File: src/rtl/cnt_wrap_tracker.sv
// Monitors an upstream modulo-N counter: counts wraps into an epoch register, flags
// sequence errors, and queues wrap/error events in a small FIFO for a consumer.
module cnt_wrap_tracker #(
  parameter int N       = 4,
  parameter int EPOCH_W = 8,
  parameter int DEPTH   = 4
) (
  input  logic                 clk,
  input  logic                 rst,
  input  logic                 en,
  input  logic [N-1:0]         cnt_in,
  input  logic                 clr_flags,
  output logic                 evt_valid,
  input  logic                 evt_ready,
  output logic [EPOCH_W+N:0]   evt_data,
  output logic [EPOCH_W-1:0]   epoch,
  output logic                 err_flag,
  output logic                 drop_flag,
  output logic [1:0]           dbg_state
);

  localparam int EW = 1 + EPOCH_W + N;
  localparam int AW = (DEPTH > 1) ? $clog2(DEPTH) : 1;
  localparam logic [N:0]  LAST  = (N+1)'(N - 1);
  localparam logic [N:0]  LIMIT = (N+1)'(N);
  localparam logic [AW:0] FULL  = (AW+1)'(DEPTH);

  typedef enum logic [1:0] {
    S_DISABLED = 2'd0,
    S_ACQUIRE  = 2'd1,
    S_TRACK    = 2'd2
  } state_t;

  state_t state_q, state_d;
  logic   acq_load, track_chk;

  always_ff @(posedge clk) begin
    if (rst) state_q <= S_DISABLED;
    else     state_q <= state_d;
  end

  always_comb begin
    state_d = state_q;
    case (state_q)
      S_DISABLED: if (en) state_d = S_ACQUIRE;
      S_ACQUIRE:  state_d = en ? S_TRACK : S_DISABLED;
      S_TRACK:    if (!en) state_d = S_DISABLED;
      default:    state_d = S_DISABLED;
    endcase
  end

  always_comb begin
    acq_load  = (state_q == S_ACQUIRE) && en;
    track_chk = (state_q == S_TRACK) && en;
    dbg_state = state_q;
  end

  // Sequence check; widened by one bit so an out-of-range prev never aliases to 0.
  logic [N-1:0]       prev_q, prev_d;
  logic [N:0]         expected;
  logic               is_wrap, is_err;
  logic [EPOCH_W-1:0] epoch_q, epoch_d;

  always_comb begin
    expected = ({1'b0, prev_q} == LAST) ? '0 : {1'b0, prev_q} + 1'b1;
    is_wrap  = track_chk && ({1'b0, prev_q} == LAST) && (cnt_in == '0);
    is_err   = track_chk && !is_wrap &&
               (({1'b0, cnt_in} != expected) || ({1'b0, cnt_in} >= LIMIT));
    prev_d   = (acq_load || track_chk) ? cnt_in : prev_q;
    epoch_d  = is_wrap ? epoch_q + 1'b1 : epoch_q;
  end

  // Event FIFO: circular buffer with occupancy count, no empty-bypass.
  logic [EW-1:0] mem_q [DEPTH];
  logic [AW-1:0] wr_ptr_q, rd_ptr_q;
  logic [AW:0]   count_q, count_d;
  logic          push, pop, push_ok, drop_evt;
  logic [EW-1:0] push_data;
  logic          err_d, drop_d;

  always_comb begin
    push      = is_wrap || is_err;
    push_data = {is_err, epoch_d, cnt_in};
    pop       = evt_valid && evt_ready;
    push_ok   = push && ((count_q != FULL) || pop);
    drop_evt  = push && !push_ok;
    count_d   = count_q;
    case ({push_ok, pop})
      2'b10:   count_d = count_q + 1'b1;
      2'b01:   count_d = count_q - 1'b1;
      default: count_d = count_q;
    endcase
    err_d  = is_err || (err_flag && !clr_flags);
    drop_d = drop_evt || (drop_flag && !clr_flags);
  end

  always_ff @(posedge clk) begin
    if (rst) begin
      prev_q    <= '0;
      epoch_q   <= '0;
      wr_ptr_q  <= '0;
      rd_ptr_q  <= '0;
      count_q   <= '0;
      err_flag  <= 1'b0;
      drop_flag <= 1'b0;
    end else begin
      prev_q    <= prev_d;
      epoch_q   <= epoch_d;
      count_q   <= count_d;
      err_flag  <= err_d;
      drop_flag <= drop_d;
      if (push_ok) wr_ptr_q <= wr_ptr_q + 1'b1;
      if (pop)     rd_ptr_q <= rd_ptr_q + 1'b1;
    end
  end

  always_ff @(posedge clk) begin
    if (!rst && push_ok) mem_q[wr_ptr_q] <= push_data;
  end

  assign evt_valid = (count_q != '0);
  assign evt_data  = mem_q[rd_ptr_q];
  assign epoch     = epoch_q;

endmodule
File: config.mk
export PLATFORM = sky130hd
export DESIGN_NAME = cnt_wrap_tracker
export DESIGN_NICKNAME = d
export VERILOG_FILES = /design/src/rtl/cnt_wrap_tracker.sv
export SDC_FILE = /design/constraint.sdc
export NUM_CORES = 1
export LEC_CHECK = 0
export CAP_MARGIN = 20
export CELL_PAD_IN_SITES_DETAIL_PLACEMENT = 1
export CELL_PAD_IN_SITES_GLOBAL_PLACEMENT = 1
export CORE_ASPECT_RATIO = 0.9
export CORE_MARGIN = 10
export CORE_UTILIZATION = 46
export DETAILED_ROUTE_END_ITERATION = 8
export MAX_ROUTING_LAYER = met4
export PLACE_DENSITY = 0.84
export SLEW_MARGIN = 15
export SYNTH_ARGS = -nofsm -noshare
export SYNTH_HDL_FRONTEND = slang
export SYNTH_SLANG_ARGS = --single-unit
File: constraint.sdc
create_clock -name clk -period 3.9 [get_ports clk]
set_input_delay 1.17 -clock clk [delete_from_list [all_inputs] [get_ports clk]]
set_output_delay 1.17 -clock clk [all_outputs]
set_load 0.03 [all_outputs]
==> flow_metrics.tcl, run 1 <==
set metrics [dict create \
    syn_area_mm2 0.00320 \
    ant_nets 0 \
    cts-resized-gates 0 \
    grt_pass1_vias 2140 \
    synthXorXnorAreaFrac 0.0274 \
    crit_fanout 7 \
    vias_per_cell 5.50 \
    synth_mux_area_frac 0.114 \
    crit_type "input port to flop" \
    cts_root_buffer "clkbuf_8" \
    power_mw 2.02 \
    power_density_mw_per_mm2 514 \
    grt_use_met3 0.0297 \
    synth_adder_area_share 0.0297 \
    reg2reg_depth 10 \
    worst_pin_slew_ns 0.613 \
    rows 28 \
    port_buffers 34 \
    die_area_mm2 0.0107 \
    grt_usage 0.151 \
    finalCritPeriodShare 0.905 \
    ir_drop_v 0.000309 \
    maxCapViolations 0 \
    synthesis.nets 233 \
    gr-usage-met2 0.240 \
    drt_iter0_drc 76 \
    postCtsSetupRepairBufs 0 \
    instances_no_fill 361 \
    cts_hold_buf 0 \
    wl_per_cell_um 20.4 \
    period_needed_ns 3.53 \
    setup_violations 0 \
    dr_total_vias 1987 \
    synth_warnings 0 \
    clk_latency_ns 0.34 \
    grt_util_met1 0.181 \
    cp_cell_sequence "clkdlybuf4s50_1, nor2b_1, o21ai_1, nand4_1, o41a_1, nor2_1, fa_1, and3_1, mux2i_1, a31oi_1" \
    synth_top_family_by_area "simple AND/OR/NAND/NOR gates" \
    arrival_ns 3.76 \
    grt-ovfl-total 0 \
    hold_viol_final 0 \
    insertedDiodeCount 0 \
    h-tree-depth 3 \
    grt.busiest_layer "met2" \
    cp.required_ns 4.13 \
    dr.pass1.iters 6 \
    cts_tree "done" \
    yosys.area_share.simple 0.131 \
    ioPinCount 35 \
    clockBufferDepth 2 \
    layout-drive-gt1-share 0.162 \
    cp-end-kind "flop" \
    utilization 0.589 \
    crit_path_max_incr_delay_ns 0.62 \
    hpwl_um 5060 \
    syn_inst 217 \
    core_area_mm2 0.00666 \
    hold_ws_ns 0.497 \
    critPathSlowestCell "clkdlybuf4s50_1" \
    syn_area_per_cell_um2 14.7 \
    gp_congestion 0.869 \
    clk_pin_slew_ns 0.08 \
    numCtsBuffers 9 \
    critPathLaunchType "input port" \
    finalWirelength_um 7360 \
    die_width_um 108 \
    ys_seq_elements 77 \
    slew_viol_final 0 \
    status "completed" \
    slew_headroom 0.590 \
    grt_max_degree 15 \
    rsz0062_at_grt "false" \
    hp-class "flop to flop" \
    drc 0 \
    leakage_nw 1.35 \
    skew_ns 0.0118 \
    grt_antenna_before_repair 0 \
    fmax_mhz 283 \
    die_h_um 99.1 \
    grt_pass1_wl_um 12100 \
    yosysSeqAreaShare 0.645 \
    fin_tns_setup_ns 0 \
    nets 282 \
    initial_core_util 0.480 \
    min_delay_path_depth 1 \
    clock-sinks 77 \
    synth_cell_types 36 \
    synth_compound_area_frac 0.0379 \
    dp.cells 345 \
    area_delta_synth_final_pct 22.7 \
]
==> worst paths after layout <==
path	from	endpoint	slack (ns)
worst min-delay path	dbg_state[0]$_SDFFE_PP0P_	dbg_state[0]$_SDFFE_PP0P_	0.50
worst max register to register	prev_q[0]$_SDFFE_PP0P_	count_q[1]$_SDFFE_PP0P_	1.06
worst min register to register	dbg_state[0]$_SDFFE_PP0P_	dbg_state[0]$_SDFFE_PP0P_	0.50
worst max-delay path	cnt_in[1]	count_q[1]$_SDFFE_PP0P_	0.37
==> worst max-delay path: cells and delay by family <==
family,cells,cell delay (ns)
muxes,1,0.13
and+or+nand+nor,4,0.63
buffers and inverters,1,0.62
adders and majority gates,1,0.47
AOI/OAI and AO/OA,3,0.73
==> power by group <==
part | internal [mW] | switching [mW] | leakage (nW)
Sequential | 0.888 | 0.0277 | 0.641
Clock | 0.316 | 0.293 | 0.0999
Combinational | 0.226 | 0.265 | 0.607
==> area by class of cell <==
class,instances,area (um2)
sequential,77,2060
fill,655,2730
tap,90,113
multi-input combinational,128,1110
timing repair buffer,44,415
clock inverter,5,60.1
clock buffer,11,141
inverter,6,22.5
==> per-stage QoR <==
stage / area, um2 / worst slack [ns]
floorplan: 3200 / 0.376
global placement: 3720 / 0.238
detailed placement: 3720 / 0.0766
CTS: 3920 / 0.358
global route: 3920 / 0.230
finish: 3920 / 0.371
==> per-layer routing <==
metal	share of wire	wire length, um	vias to the layer above
met5	0	0	-
met4	0.020	147	0
met3	0.033	241	13
met2	0.51	3790	49
met1	0.43	3180	1010
li1	-	-	915
==> registers in the layout, summed over array words and instances (netlist names), named ones only <==
register and count:
mem_q 52, epoch 8, prev_q 4, count_q 3
dbg_state 2, rd_ptr_q 2, wr_ptr_q 2, drop_flag 1
err_flag 1
==> cells in the mapped netlist <==
cell	count	area share
a21oi_1	7	0.011
a31oi_1	1	0.0020
and2_1	9	0.018
and3_1	7	0.014
and3b_1	1	0.0027
and4_1	2	0.0055
buf_2	1	0.0016
clkbuf_1	5	0.0059
dfxtp_1	25	0.16
edfxtp_1	52	0.49
fa_1	1	0.0063
ha_1	6	0.023
inv_1	6	0.0070
mux2_1	2	0.0070
mux2i_1	5	0.016
mux4_2	13	0.092
nand2_1	8	0.0094
nand2b_1	2	0.0039
nand3_1	4	0.0063
nand3b_1	1	0.0023
nand4_1	9	0.018
nor2_1	18	0.021
nor2b_1	3	0.0059
nor3_2	1	0.0031
nor3b_1	5	0.012
nor4b_1	2	0.0055
o21ai_0	3	0.0047
o21ai_1	2	0.0031
o21bai_1	1	0.0023
o31a_1	1	0.0027
o41a_1	1	0.0035
o41ai_4	1	0.0086
or3_1	1	0.0020
or4b_1	1	0.0031
xnor2_1	6	0.016
xor2_1	4	0.011
==> cell families (layout without fill, tap and decap cells) <==
kind of cell	Yosys count	after routing
AO/OA/AOI/OAI	17	17
flip-flops	77	77
XOR/XNOR	10	10
multiplexers	20	20
AND/OR/NAND/NOR	74	74
buffers and inverters	12	66
adder cells (fa/ha/maj)	7	7
==> placed cells by master (no fill, tap or decap), types with 5 or more instances in the layout <==
master,n
mux2i_1,5
and2_1,9
dfxtp_1,25
nand4_1,9
inv_1,6
clkdlybuf4s50_1,34
a21oi_1,7
edfxtp_1,52
nand2_1,8
and3_1,7
clkbuf_8,10
nor2_1,18
ha_1,6
xnor2_1,6
mux4_2,13
buf_4,10
Note: power is estimated with default switching activity, not from simulation.
==> run 2: changes to the inputs <==
Settings changed: CORE_MARGIN 10 to 3.
==> run 2 against run 1 <==
Compared with the run above: via count rose by 2.2%; total power fell by 4.6%; critical endpoint unchanged; routed wire length fell by 5.9%; sequential power barely moved; hold slack barely moved; non-clock buffer count rose by 2; die area fell by 25%; critical path type unchanged.
==> flow_metrics.tcl, run 2 (synthesis gave the netlist of run 1 again) <==
set metrics [dict create \
    hold_viol_final 0 \
    fin_tns_setup_ns 0 \
    grt_max_degree 14 \
    cts-resized-gates 0 \
    numCtsBuffers 9 \
    nets 284 \
    rows 28 \
    die_width_um 93.9 \
    wl_per_cell_um 19.1 \
    min_delay_path_depth 1 \
    instances_no_fill 363 \
    insertedDiodeCount 0 \
    grt_usage 0.199 \
    die_h_um 85.1 \
    gp_congestion 0.871 \
    ioPinCount 35 \
    ant_nets 0 \
    grt_antenna_before_repair 0 \
    crit-reg2reg-launch "prev_q[0]$_SDFFE_PP0P_" \
    grt_pass1_vias 2129 \
    h-tree-depth 3 \
    final_cell_mix "edfxtp_1 (52), clkdlybuf4s50_1 (34), dfxtp_1 (25), nor2_1 (18), mux4_2 (13)" \
    crit_type "input port to flop" \
    worst_pin_slew_ns 0.643 \
    cts_root_buffer "clkbuf_8" \
    regMostFlops "mem_q" \
    clock-sinks 77 \
    hp-class "flop to flop" \
    min_from "dbg_state[0]$_SDFFE_PP0P_" \
    setup_violations 0 \
    finalCritPeriodShare 0.869 \
    status "completed" \
    reg2reg_to "count_q[2]$_SDFFE_PP0P_" \
    clk_pin_slew_ns 0.08 \
    fillers 663 \
    power_mw 1.92 \
    clockBufferDepth 2 \
    slew_headroom 0.571 \
    skew_ns 0.00832 \
    port_buffers 34 \
    core_area_mm2 0.00666 \
    fmax_mhz 295 \
    drc 0 \
    cts_tree "done" \
    finalWirelength_um 6920 \
    drt_iter0_drc 137 \
    timing.reg2reg.setup_slack_ns 1.03 \
    postCtsSetupRepairBufs 0 \
    grt-ovfl-total 0 \
    rsz0062_at_grt "false" \
    dr.pass1.iters 4 \
    cts_hold_buf 0 \
    leakage_nw 1.34 \
    clk_latency_ns 0.35 \
    dp.cells 347 \
    arrival_ns 3.63 \
    largest_reg_flops 52 \
    ir_drop_v 0.000353 \
    cp.required_ns 4.14 \
    area_delta_synth_final_pct 22.1 \
    critPathLaunchType "input port" \
    initial_core_util 0.480 \
    hold_end "dbg_state[0]$_SDFFE_PP0P_" \
    crit_fanout 7 \
    power_density_mw_per_mm2 493 \
    vias_per_cell 5.59 \
    layout-drive-gt1-share 0.165 \
    hpwl_um 4800 \
    die_area_mm2 0.00799 \
    dr_total_vias 2030 \
    grt_pass1_wl_um 11500 \
    slew_viol_final 0 \
    reg2reg_depth 10 \
    maxCapViolations 0 \
    layout.cells.most_common "edfxtp_1" \
    cp-end-kind "flop" \
    period_needed_ns 3.39 \
]
run 2: cell count changes in the layout (fill, tap and decap cells not counted), sizes merged:
cell and change:
buf +2, bufinv -1, clkbuf -1, clkinv +2
run 2: power by group:
| part | total, mW | leakage, nW | switching (mW) | internal [mW] |
|---|---|---|---|---|
| Sequential | 0.918 | 0.641 | 0.0299 | 0.888 |
| Clock | 0.521 | 0.0841 | 0.291 | 0.230 |
| Combinational | 0.486 | 0.616 | 0.261 | 0.225 |
run 2: worst max path at each step:
| stage | startpoint | end | slack (ns) | cells after the start |
|---|---|---|---|---|
| after global placement | cnt_in[1] | count_q[1]$_SDFFE_PP0P_ | 0.34 | 10 |
| after detailed placement | cnt_in[1] | count_q[1]$_SDFFE_PP0P_ | 0.14 | 10 |
| final | cnt_in[1] | count_q[1]$_SDFFE_PP0P_ | 0.51 | 10 |
| after floorplan | cnt_in[0] | mem_q[0][0]$_DFFE_PP_ | 0.38 | 6 |
| after CTS | cnt_in[1] | count_q[1]$_SDFFE_PP0P_ | 0.51 | 10 |
| after global routing | cnt_in[1] | count_q[1]$_SDFFE_PP0P_ | 0.34 | 10 |
run 2: area by class of cell:
type,count,area (um2),share of cell area
flip-flops and latches,77,2060,0.528
multi-input cells,128,1110,0.284
repair buffers,46,430,0.110
clock buffers,10,128,0.0327
well taps,90,113,0.0288
clock inverters,6,38.8,0.00994
inverters,6,22.5,0.00577
run 2: critical path: stages:
cell and delay [ns]:
clkdlybuf4s50_1 0.62, nor2b_1 0.10, o21ai_1 0.17, nand4_1 0.14, o41a_1 0.47, nor2_1 0.13
fa_1 0.44, and3_1 0.16, mux2i_1 0.14, a31oi_1 0.09
run 2: metal layers:
metal  share of wire  vias to the layer above  GRT usage
met4           0.022                        0     0.0906
met5               0                        -          -
met1            0.44                     1056      0.261
met3           0.023                       11     0.0310
met2            0.51                       37      0.308
li1                -                      926          -
run 2: metrics by stage:
stage	area (um2)	util	hold WS (ns)	worst slack (ns)
floorplan	3200	-	0.484	0.376
global placement	3740	0.561	0.471	0.337
detailed placement	3740	0.561	0.489	0.145
CTS	3900	0.586	0.510	0.510
global route	3900	0.586	0.539	0.339
finish	3900	0.586	0.497	0.510
